File: config.mk
export PLATFORM = sky130hd
export DESIGN_NAME = ets_phase_stepper
export DESIGN_NICKNAME = d
export VERILOG_FILES = /design/src/rtl/ets_pkg.sv /design/src/rtl/phase_wrap_counter.sv /design/src/rtl/ets_phase_stepper.sv
export SDC_FILE = /design/constraint.sdc
export NUM_CORES = 1
export LEC_CHECK = 0
export CORE_MARGIN = 1.5
export CORE_UTILIZATION = 30
export DETAILED_ROUTE_END_ITERATION = 16
export GPL_TIMING_DRIVEN = 0
export PLACE_DENSITY = 0.63
export SYNTH_ARGS = -nofsm -noshare
export SYNTH_HDL_FRONTEND = slang
export SYNTH_SLANG_ARGS = --single-unit
File: constraint.sdc
create_clock -name sample_clk -period 2 [get_ports sample_clk]
set_input_delay 0.4 -clock sample_clk [delete_from_list [all_inputs] [get_ports sample_clk]]
set_output_delay 0.4 -clock sample_clk [all_outputs]
set_load 0.01 [all_outputs]
File: src/rtl/ets_pkg.sv
// rtl/ets_pkg.sv - shared ETS constants: state encoding, phase modulus default, vernier width
// Contents:
//   ets_state_t            4-bit state code shared with the other ETS controllers
//   ST_IDLE..ST_DONE       state codes
//   ETS_PHASE_MAX_DEFAULT  default phase index modulus
//   VERNIER_W              width of the exported phase index
package ets_pkg;

  localparam int ETS_STATE_W = 4;
  typedef logic [ETS_STATE_W-1:0] ets_state_t;

  localparam ets_state_t ST_IDLE  = 4'h0;
  localparam ets_state_t ST_ISSUE = 4'h1;
  localparam ets_state_t ST_WAIT  = 4'h2;
  localparam ets_state_t ST_NEXT  = 4'h3;
  localparam ets_state_t ST_DONE  = 4'h4;

  localparam int ETS_PHASE_MAX_DEFAULT = 5600;
  localparam int VERNIER_W             = 32;

  // Index width for a modulus, never below one bit.
  function automatic int idx_width(input int modulus);
    return (modulus > 1) ? $clog2(modulus) : 1;
  endfunction

endpackage

File: src/rtl/phase_wrap_counter.sv
// rtl/phase_wrap_counter.sv - modulo up/down counter holding the Vernier phase index
// Ports:
//   sample_clk  in   clock, rising edge
//   rst_n       in   asynchronous active-low reset, clears the index
//   clr         in   synchronous clear to 0 (has priority over en)
//   en          in   advance the index by one this cycle
//   up          in   1 = increment, 0 = decrement
//   count       out  current index, zero-extended to OUT_W
module phase_wrap_counter
  import ets_pkg::*;
#(
  parameter int MODULUS = ETS_PHASE_MAX_DEFAULT,
  parameter int OUT_W   = VERNIER_W
) (
  input  logic             sample_clk,
  input  logic             rst_n,
  input  logic             clr,
  input  logic             en,
  input  logic             up,
  output logic [OUT_W-1:0] count
);

  localparam int IDX_W = idx_width(MODULUS);
  localparam logic [IDX_W-1:0] IDX_TOP = IDX_W'(MODULUS - 1);

  logic [IDX_W-1:0] idx_q;

  always_ff @(posedge sample_clk or negedge rst_n) begin
    if (!rst_n) begin
      idx_q <= '0;
    end else if (clr) begin
      idx_q <= '0;
    end else if (en) begin
      if (up) begin
        idx_q <= (idx_q == IDX_TOP) ? '0 : idx_q + IDX_W'(1);
      end else begin
        idx_q <= (idx_q == '0) ? IDX_TOP : idx_q - IDX_W'(1);
      end
    end
  end

  assign count = OUT_W'(idx_q);

endmodule

File: src/rtl/ets_phase_stepper.sv
// rtl/ets_phase_stepper.sv - sequences MMCM dynamic phase steps for the ETS sampling sweep
// Optional feature macro: ETS_PS_TIMEOUT_EN (per-step psdone watchdog).
// Ports:
//   sample_clk   in   sole clock, rising edge
//   rst_n        in   asynchronous active-low reset
//   shift        in   step request pulse, accepted only in IDLE
//   dir          in   1 = increment phase, 0 = decrement; sampled with shift
//   clear        in   zero vernier_q and timeout_err, honoured only in IDLE
//   shift_done   out  one-cycle pulse ending each accepted request
//   psen         out  MMCM phase-shift enable, one pulse per step
//   psincdec     out  MMCM direction, latched dir
//   psdone       in   MMCM step acknowledge
//   vernier_q    out  phase index 0..PHASE_MAX-1, zero-extended
//   busy         out  high outside IDLE
//   timeout_err  out  sticky step-timeout flag (0 without the watchdog)
module ets_phase_stepper
  import ets_pkg::*;
#(
  parameter int STEPS_PER_SHIFT = 1,
  parameter int PHASE_MAX       = ETS_PHASE_MAX_DEFAULT,
  parameter int PS_TIMEOUT      = 1023
) (
  input  logic                 sample_clk,
  input  logic                 rst_n,
  input  logic                 shift,
  input  logic                 dir,
  input  logic                 clear,
  output logic                 shift_done,
  output logic                 psen,
  output logic                 psincdec,
  input  logic                 psdone,
  output logic [VERNIER_W-1:0] vernier_q,
  output logic                 busy,
  output logic                 timeout_err
);

  localparam int STEP_W = $clog2(STEPS_PER_SHIFT + 1);

  ets_state_t        state_q;
  ets_state_t        state_d;
  logic [STEP_W-1:0] step_cnt_q;
  logic              dir_q;
  logic              accept;
  logic              do_clear;
  logic              step_ack;
  logic              timeout_hit;

  // clear wins over a same-cycle shift, and both only count in IDLE.
  assign do_clear = (state_q == ST_IDLE) && clear;
  assign accept   = (state_q == ST_IDLE) && !clear && shift;
  // psdone is only meaningful while a step is outstanding; strays elsewhere drop.
  assign step_ack = (state_q == ST_WAIT) && psdone;

`ifdef ETS_PS_TIMEOUT_EN
  localparam int WAIT_W = $clog2(PS_TIMEOUT + 1);

  logic [WAIT_W-1:0] wait_cnt_q;
  logic              timeout_err_q;

  // Counts cycles spent in WAIT; a step that is acknowledged on the very last
  // allowed cycle still counts as acknowledged.
  assign timeout_hit = (state_q == ST_WAIT) && !psdone &&
                       (wait_cnt_q == WAIT_W'(PS_TIMEOUT - 1));

  always_ff @(posedge sample_clk or negedge rst_n) begin
    if (!rst_n) begin
      wait_cnt_q    <= '0;
      timeout_err_q <= 1'b0;
    end else begin
      if (state_q == ST_WAIT) begin
        wait_cnt_q <= wait_cnt_q + WAIT_W'(1);
      end else begin
        wait_cnt_q <= '0;
      end
      if (do_clear) begin
        timeout_err_q <= 1'b0;
      end else if (timeout_hit) begin
        timeout_err_q <= 1'b1;
      end
    end
  end

  assign timeout_err = timeout_err_q;
`else
  logic unused_ps_timeout;
  assign unused_ps_timeout = |PS_TIMEOUT;
  assign timeout_hit       = 1'b0;
  assign timeout_err       = 1'b0;
`endif

  // State register
  always_ff @(posedge sample_clk or negedge rst_n) begin
    if (!rst_n) begin
      state_q <= ST_IDLE;
    end else begin
      state_q <= state_d;
    end
  end

  // Next-state logic
  always_comb begin
    state_d = state_q;
    case (state_q)
      ST_IDLE: begin
        if (accept) state_d = ST_ISSUE;
      end
      ST_ISSUE: begin
        state_d = ST_WAIT;
      end
      ST_WAIT: begin
        if (psdone) begin
          state_d = ST_NEXT;
        end else if (timeout_hit) begin
          // Remaining steps are abandoned, but the requester still gets its done.
          state_d = ST_DONE;
        end
      end
      ST_NEXT: begin
        state_d = (step_cnt_q < STEP_W'(STEPS_PER_SHIFT)) ? ST_ISSUE : ST_DONE;
      end
      ST_DONE: begin
        state_d = ST_IDLE;
      end
      default: begin
        state_d = ST_IDLE;
      end
    endcase
  end

  // Outputs decoded from state only
  always_comb begin
    psen       = 1'b0;
    shift_done = 1'b0;
    busy       = 1'b1;
    case (state_q)
      ST_IDLE:  busy       = 1'b0;
      ST_ISSUE: psen       = 1'b1;
      ST_DONE:  shift_done = 1'b1;
      default:  ;
    endcase
  end

  // Request bookkeeping: direction latch and completed-step count.
  always_ff @(posedge sample_clk or negedge rst_n) begin
    if (!rst_n) begin
      dir_q      <= 1'b0;
      step_cnt_q <= '0;
    end else begin
      if (accept) begin
        dir_q      <= dir;
        step_cnt_q <= '0;
      end else if (step_ack) begin
        step_cnt_q <= step_cnt_q + STEP_W'(1);
      end
    end
  end

  assign psincdec = dir_q;

  phase_wrap_counter #(
    .MODULUS (PHASE_MAX),
    .OUT_W   (VERNIER_W)
  ) u_vernier (
    .sample_clk (sample_clk),
    .rst_n      (rst_n),
    .clr        (do_clear),
    .en         (step_ack),
    .up         (dir_q),
    .count      (vernier_q)
  );

endmodule

==> results of run 1 <==
## cell type report
cell class	instances	area (µm²)
buffer	33	235
sequential	18	454
timing repair buffer	33	307
tap	70	87.6
multi-input combinational	148	1030
clock buffer	4	55.1
fill	535	2880
inverter	6	22.5
## cells by family (layout without fill, tap and decap cells)
logic type	count (synthesis)	after routing	synth area share [%]
AOI/OAI and AO/OA	40	40	17.9
muxes	5	5	3.25
and+or+nand+nor	75	75	29.2
buffers and inverters	40	76	15.9
xor gates and xnor gates	6	6	3.33
other	1	20	0.238
adders and majority gates	2	2	1.59
DFF	18	18	28.6
## Yosys cell counts, drive strengths merged (2+ instances only)
cell type and n:
a211oi 2, a21o 2, a21oi 6, a221oi 2, a22o 2, a311oi 4
a31oi 3, a32oi 2, and2 2, and4 3, buf 29, clkbuf 5
dfrtp 18, ha 2, inv 6, mux2i 4, nand2 13, nand3 6
nand4 6, nor2 17, nor3 6, nor3b 5, nor4 5, o21ai 9
o31ai 2, or3 2, or4b 2, xnor2 4, xor2 2
## path summary, 6_finish.rpt
kind / to / slack (ps) / cells past startpoint / start
max: u_vernier.idx_q[11]$_DFFE_PN0P_ / 40 / 6 / u_vernier.idx_q[3]$_DFFE_PN0P_
min: u_vernier.idx_q[12]$_DFFE_PN0P_ / 550 / 1 / u_vernier.idx_q[12]$_DFFE_PN0P_
max reg2reg: u_vernier.idx_q[11]$_DFFE_PN0P_ / 40 / 6 / u_vernier.idx_q[3]$_DFFE_PN0P_
min reg2reg: u_vernier.idx_q[12]$_DFFE_PN0P_ / 550 / 1 / u_vernier.idx_q[12]$_DFFE_PN0P_
max in group asynchronous: u_vernier.idx_q[9]$_DFFE_PN0P_ / 790 / 1 / rst_n
min in group asynchronous: u_vernier.idx_q[3]$_DFFE_PN0P_ / 630 / 1 / rst_n
## metrics by stage
stage | power (W) | cell area [µm²]
2_1_floorplan | 0.00200 | 1650
3_3_place_gp | 0.00261 | 1960
3_5_place_dp | 0.00261 | 1960
4_1_cts | 0.00301 | 2070
5_1_grt | 0.00345 | 2200
6_report | 0.00320 | 2200
## registers in the layout, indices dropped and copies added, names as in the netlist
signal / count
psincdec: 1
u_vernier.idx_q: 13
state_q: 3
step_cnt_q: 1
## where the power goes
group          internal (W)  leakage [nW]  switching (W)
Clock              0.000175        0.0288       0.000145
Sequential         0.000523         0.231       0.000172
Combinational       0.00102         0.716        0.00116
## per-layer routing
metal | up-vias | routed length [µm] | share of wire, % | GRT usage (%)
met5 | - | 0 | 0 | 0
met4 | 0 | 31 | 0.71 | 3.77
met3 | 4 | 255 | 5.8 | 3.04
met2 | 52 | 2070 | 47 | 26.3
met1 | 749 | 2030 | 46 | 22.3
li1 | 761 | - | - | -
## critical path: stages (launching register included)
cell	delay (ps)
dfrtp_1	390
buf_6	140
or4_4	570
nor3b_4	310
nor2_4	70
a221oi_2	270
mux2i_1	100
## what timing repair did
item | CTS | global route
endpoints found under the setup margin | 9 | 11
gates resized for setup | 10 | 26
pin swaps | 3 | 7
setup buffers | 4 | 7
## cells in the final DEF (no fill, tap or decap), drive strengths merged, types with 3 or more instances in the layout
cell type / n
nor4: 5
nand3: 6
and4: 3
dfrtp: 18
a311oi: 4
buf: 40
o21ai: 9
inv: 6
a21oi: 6
conb: 20
nor3: 6
nor3b: 5
nand4: 6
mux2i: 4
nor2: 17
clkbuf: 8
clkdlybuf4s50: 19
a31oi: 3
nand2: 13
xnor2: 4
==> flow_summary.ini, run 1 <==
[synthesis]
yosysTopAreaCell = dfrtp_1
yosysWarnings = 0
ys_seq_area_share_pct = 28.6
syn_area_per_cell_um2 = 8.43
yosys_register_bits = 18
ys.flop_type = dfrtp_1
synth.distinct_cells = 54
synth.cell_area_mm2 = 0.00158
synth_top_cell_area_share_pct = 28.6
netlist_instances = 187
synth.area.top_cells = dfrtp_1, buf_4, nor2_1, nand2_1, mux2i_1
synth-async-reset-ratio_pct = 100
synth_edf_count = 0

[clock_network]
cts-htree-levels = 1
cts_root_buf = clkbuf_8
clk_latency_ps = 260
cts_hold_buf = 0
cts_max_path_buffers = 2
cts.clk_slew.worst_paths_ps = 80
cts.sinks = 18
cts-buffers-inserted = 3
cts_tree = yes

[floorplan]
dieArea_mm2 = 0.00570
initial_core_util_pct = 31.1
fp.dieW_um = 75.5
die_y_um = 75.5
coreArea_mm2 = 0.00507
rows = 26
pin_count = 43

[timing]
period_share_pct = 97.9
whs_ps = 550
finalMaxSlewViolations = 0
max_slew_margin_pct = 42.2
rsz0062_at_grt = true
fin_skew_ps = 3.25
finalHoldViolCount = 0
min_period_ps = 1960
setup_viol = 0
clock.fmax_ghz = 0.511
setup_tns_ps = 0
layout_setup_ws_ps = 42.7
tightest_slew_ps = 865

[layout]
diodes = 0
final_core_util_pct = 43.3
area_delta_synth_final_pct = 39.3
final_layout_size_suffix_gt1_share_pct = 29.8
finalNetCount = 251
stdcell_count = 312

[placement]
io_buffers = 22
hpwl_um = 2980
place.gp.congestion = 0.883
place_ws_ps = -329
dp.cells = 298

[route]
routed_wl_um = 4380
drc = 0
wl_per_cell_um = 14.0
postRouteAntennaNets = 0
via_count = 1566
drt_iter0_markers = 156
viasPerCell = 5.02
drt-pass1-iter-count = 4

[global_route]
grt_pass1_wl_um = 7020
antenna_found_initial = 0
grt_pass1_vias = 1423
grt_max_degree = 19
grt.overflow.total = 0
grt.total_usage_pct = 16.2

[setup_path]
crit_path_start_kind = flip-flop
cp-end-kind = flip-flop
path_max_fanout = 9
worstSetupPathType = reg2reg
critPathRequiredTime_ps = 2150
critPathArrivalTime_ps = 2100

[pwr]
power_density_mw_per_mm2 = 1460
vdd.ir_drop.worst_uv = 556
power.leakage_nw = 0.976

[min_path]
hold_path.class = reg2reg

[status]
status = completed

[job]
maxCapViolCount = 0
No activity file was read; power rests on OpenSTA's default activity.
==> run 2: changes to the inputs <==
- SETUP_SLACK_MARGIN: unset -> 0.3
==> run 2 against run 1 <==
Compared with the run above: clock skew grew 5.2 ps; final cell count grew 5.4%; critical path depth is the same; critical path type unchanged.
==> flow_summary.ini, run 2 (same netlist as run 1, synthesis figures left out) <==
[placement]
io_buffers = 22
place.gp.congestion = 0.899
hpwl_um = 2990
place_ws_ps = -291
placed_area_mm2 = 0.00201

[pwr]
power_frac_comb_pct = 72.4
pwr-share-seq_pct = 18.4
power_density_mw_per_mm2 = 1490
clock_power_share_pct = 9.2
p_total_w = 0.00353
power.leakage_nw = 1.08
p_int_w = 0.00195
vdd.ir_drop.worst_uv = 563
netSwitchingPower_w = 0.00158
switching_share_pct = 44.8

[timing]
fin_skew_ps = 8.43
tightest_slew_ps = 858
clock.fmax_ghz = 0.523
finalHoldViolCount = 0
layout_setup_ws_ps = 86.6
period_share_pct = 95.7
finalMaxSlewViolations = 0
max_slew_margin_pct = 42.6
setup_viol = 0
min_period_ps = 1910
rsz0062_at_grt = true

[layout]
final_layout_size_suffix_gt1_share_pct = 38.6
reg_top3 = u_vernier.idx_q: 13 flops, state_q: 3 flops
layout_common_cells = buf_4, conb_1, clkdlybuf4s50_1, nor2_1, dfrtp_1
seqCellArea_um2 = 455
fillerInstances = 522
top_register = u_vernier.idx_q
area_delta_synth_final_pct = 50.8
diodes = 0
largest_reg_flops = 13
final_common_cell = buf_4
multiInputGateArea_mm2 = 0.00107
finalNetCount = 268
final_area_mm2 = 0.00238

[setup_path]
worstSetupPathType = reg2reg
reg2reg_depth = 6
rrSetupSlack_ps = 90
critPathRequiredTime_ps = 2150
path_max_fanout = 5
r2r-start = u_vernier.idx_q[3]$_DFFE_PN0P_
critPathArrivalTime_ps = 2070
cp-end-kind = flip-flop
crit_start = u_vernier.idx_q[3]$_DFFE_PN0P_
crit_path_start_kind = flip-flop
r2r_end = u_vernier.idx_q[11]$_DFFE_PN0P_

[clock_network]
cts.sinks = 18
clk_latency_ps = 270
cts-htree-levels = 1
cts-buffers-inserted = 3
cts_max_path_buffers = 2
cts.clk_slew.worst_paths_ps = 80
cts_tree = yes
cts_hold_buf = 0
cts_root_buf = clkbuf_8

[route]
drc = 0
drt_iter0_markers = 130
via_count = 1624
viasPerCell = 4.94
routed_wl_um = 4510
wl_per_cell_um = 13.7
postRouteAntennaNets = 0
drt-pass1-iter-count = 4

[min_path]
min_from = u_vernier.idx_q[12]$_DFFE_PN0P_
whs_endpoint = u_vernier.idx_q[12]$_DFFE_PN0P_
hold_depth = 1
hold_path.class = reg2reg

[global_route]
grt_pass1_vias = 1489
grt.total_usage_pct = 16.7
antenna_found_initial = 0
grt.overflow.total = 0
grt_max_degree = 19
grt_pass1_wl_um = 7200

[floorplan]
fp.dieW_um = 75.5
pin_count = 43
die_y_um = 75.5
rows = 26
coreArea_mm2 = 0.00507
dieArea_mm2 = 0.00570
initial_core_util_pct = 31.1

[job]
maxCapViolCount = 0

[status]
status = completed
==> run 2: power by group through the flow <==
stage	sequential [W]	combinational (W)	clock [W]
finish	0.000650	0.00256	0.000325
floorplan	0.000714	0.00136	0
global route	0.000671	0.00278	0.000341
detailed placement	0.000691	0.00199	0
CTS	0.000653	0.00232	0.000328
global placement	0.000691	0.00200	0
==> run 2: what timing repair did <==
action | in CTS | in global routing
pin swaps | 6 | 5
gates cloned | 0 | 1
setup endpoints to repair | 18 | 18
buffers inserted | 19 | 7
resized for setup | 22 | 29
==> run 2: worst max-delay path: stages, from the launching register on <==
cell      delay, ps
dfrtp_1         390
buf_6           130
or4_4           580
nor3b_4         270
nor2_2           90
a221oi_2        240
mux2i_1         100
==> run 2: area by class of cell <==
type | instances | share of cell area [%]
clock buffers | 4 | 2.32
plain buffers | 34 | 11.2
flip-flops and latches | 18 | 19.2
multi-input cells | 148 | 44.9
well taps | 70 | 3.68
repair buffers | 49 | 17.8
inverters | 6 | 0.947
==> run 2: through the flow <==
step                      utilization, %  TNS, ps  std cells  hold WS, ps
final                               46.8        0        329          546
after global routing                46.8    -21.3        329          573
after floorplan                        -        0        206          104
after global placement              39.5    -1500        298          544
after detailed placement            39.5    -1220        298          537
after CTS                           44.5        0        321          553
==> run 2: worst max-delay path by stage <==
stage | cells after the start | slack, ps | to
6_report | 6 | 90 | u_vernier.idx_q[11]$_DFFE_PN0P_
5_1_grt | 7 | -20 | u_vernier.idx_q[11]$_DFFE_PN0P_
4_1_cts | 6 | 80 | u_vernier.idx_q[11]$_DFFE_PN0P_
3_5_place_dp | 7 | -290 | u_vernier.idx_q[11]$_DFFE_PN0P_
3_3_place_gp | 7 | -330 | u_vernier.idx_q[11]$_DFFE_PN0P_
2_1_floorplan | 7 | 140 | u_vernier.idx_q[11]$_DFFE_PN0P_
==> run 2: per-layer routing <==
metal / global-route usage, % / wire, µm
met5: 0 / 0
met4: 5.56 / 73
met3: 2.38 / 237
met2: 27.9 / 2170
met1: 22.2 / 2030
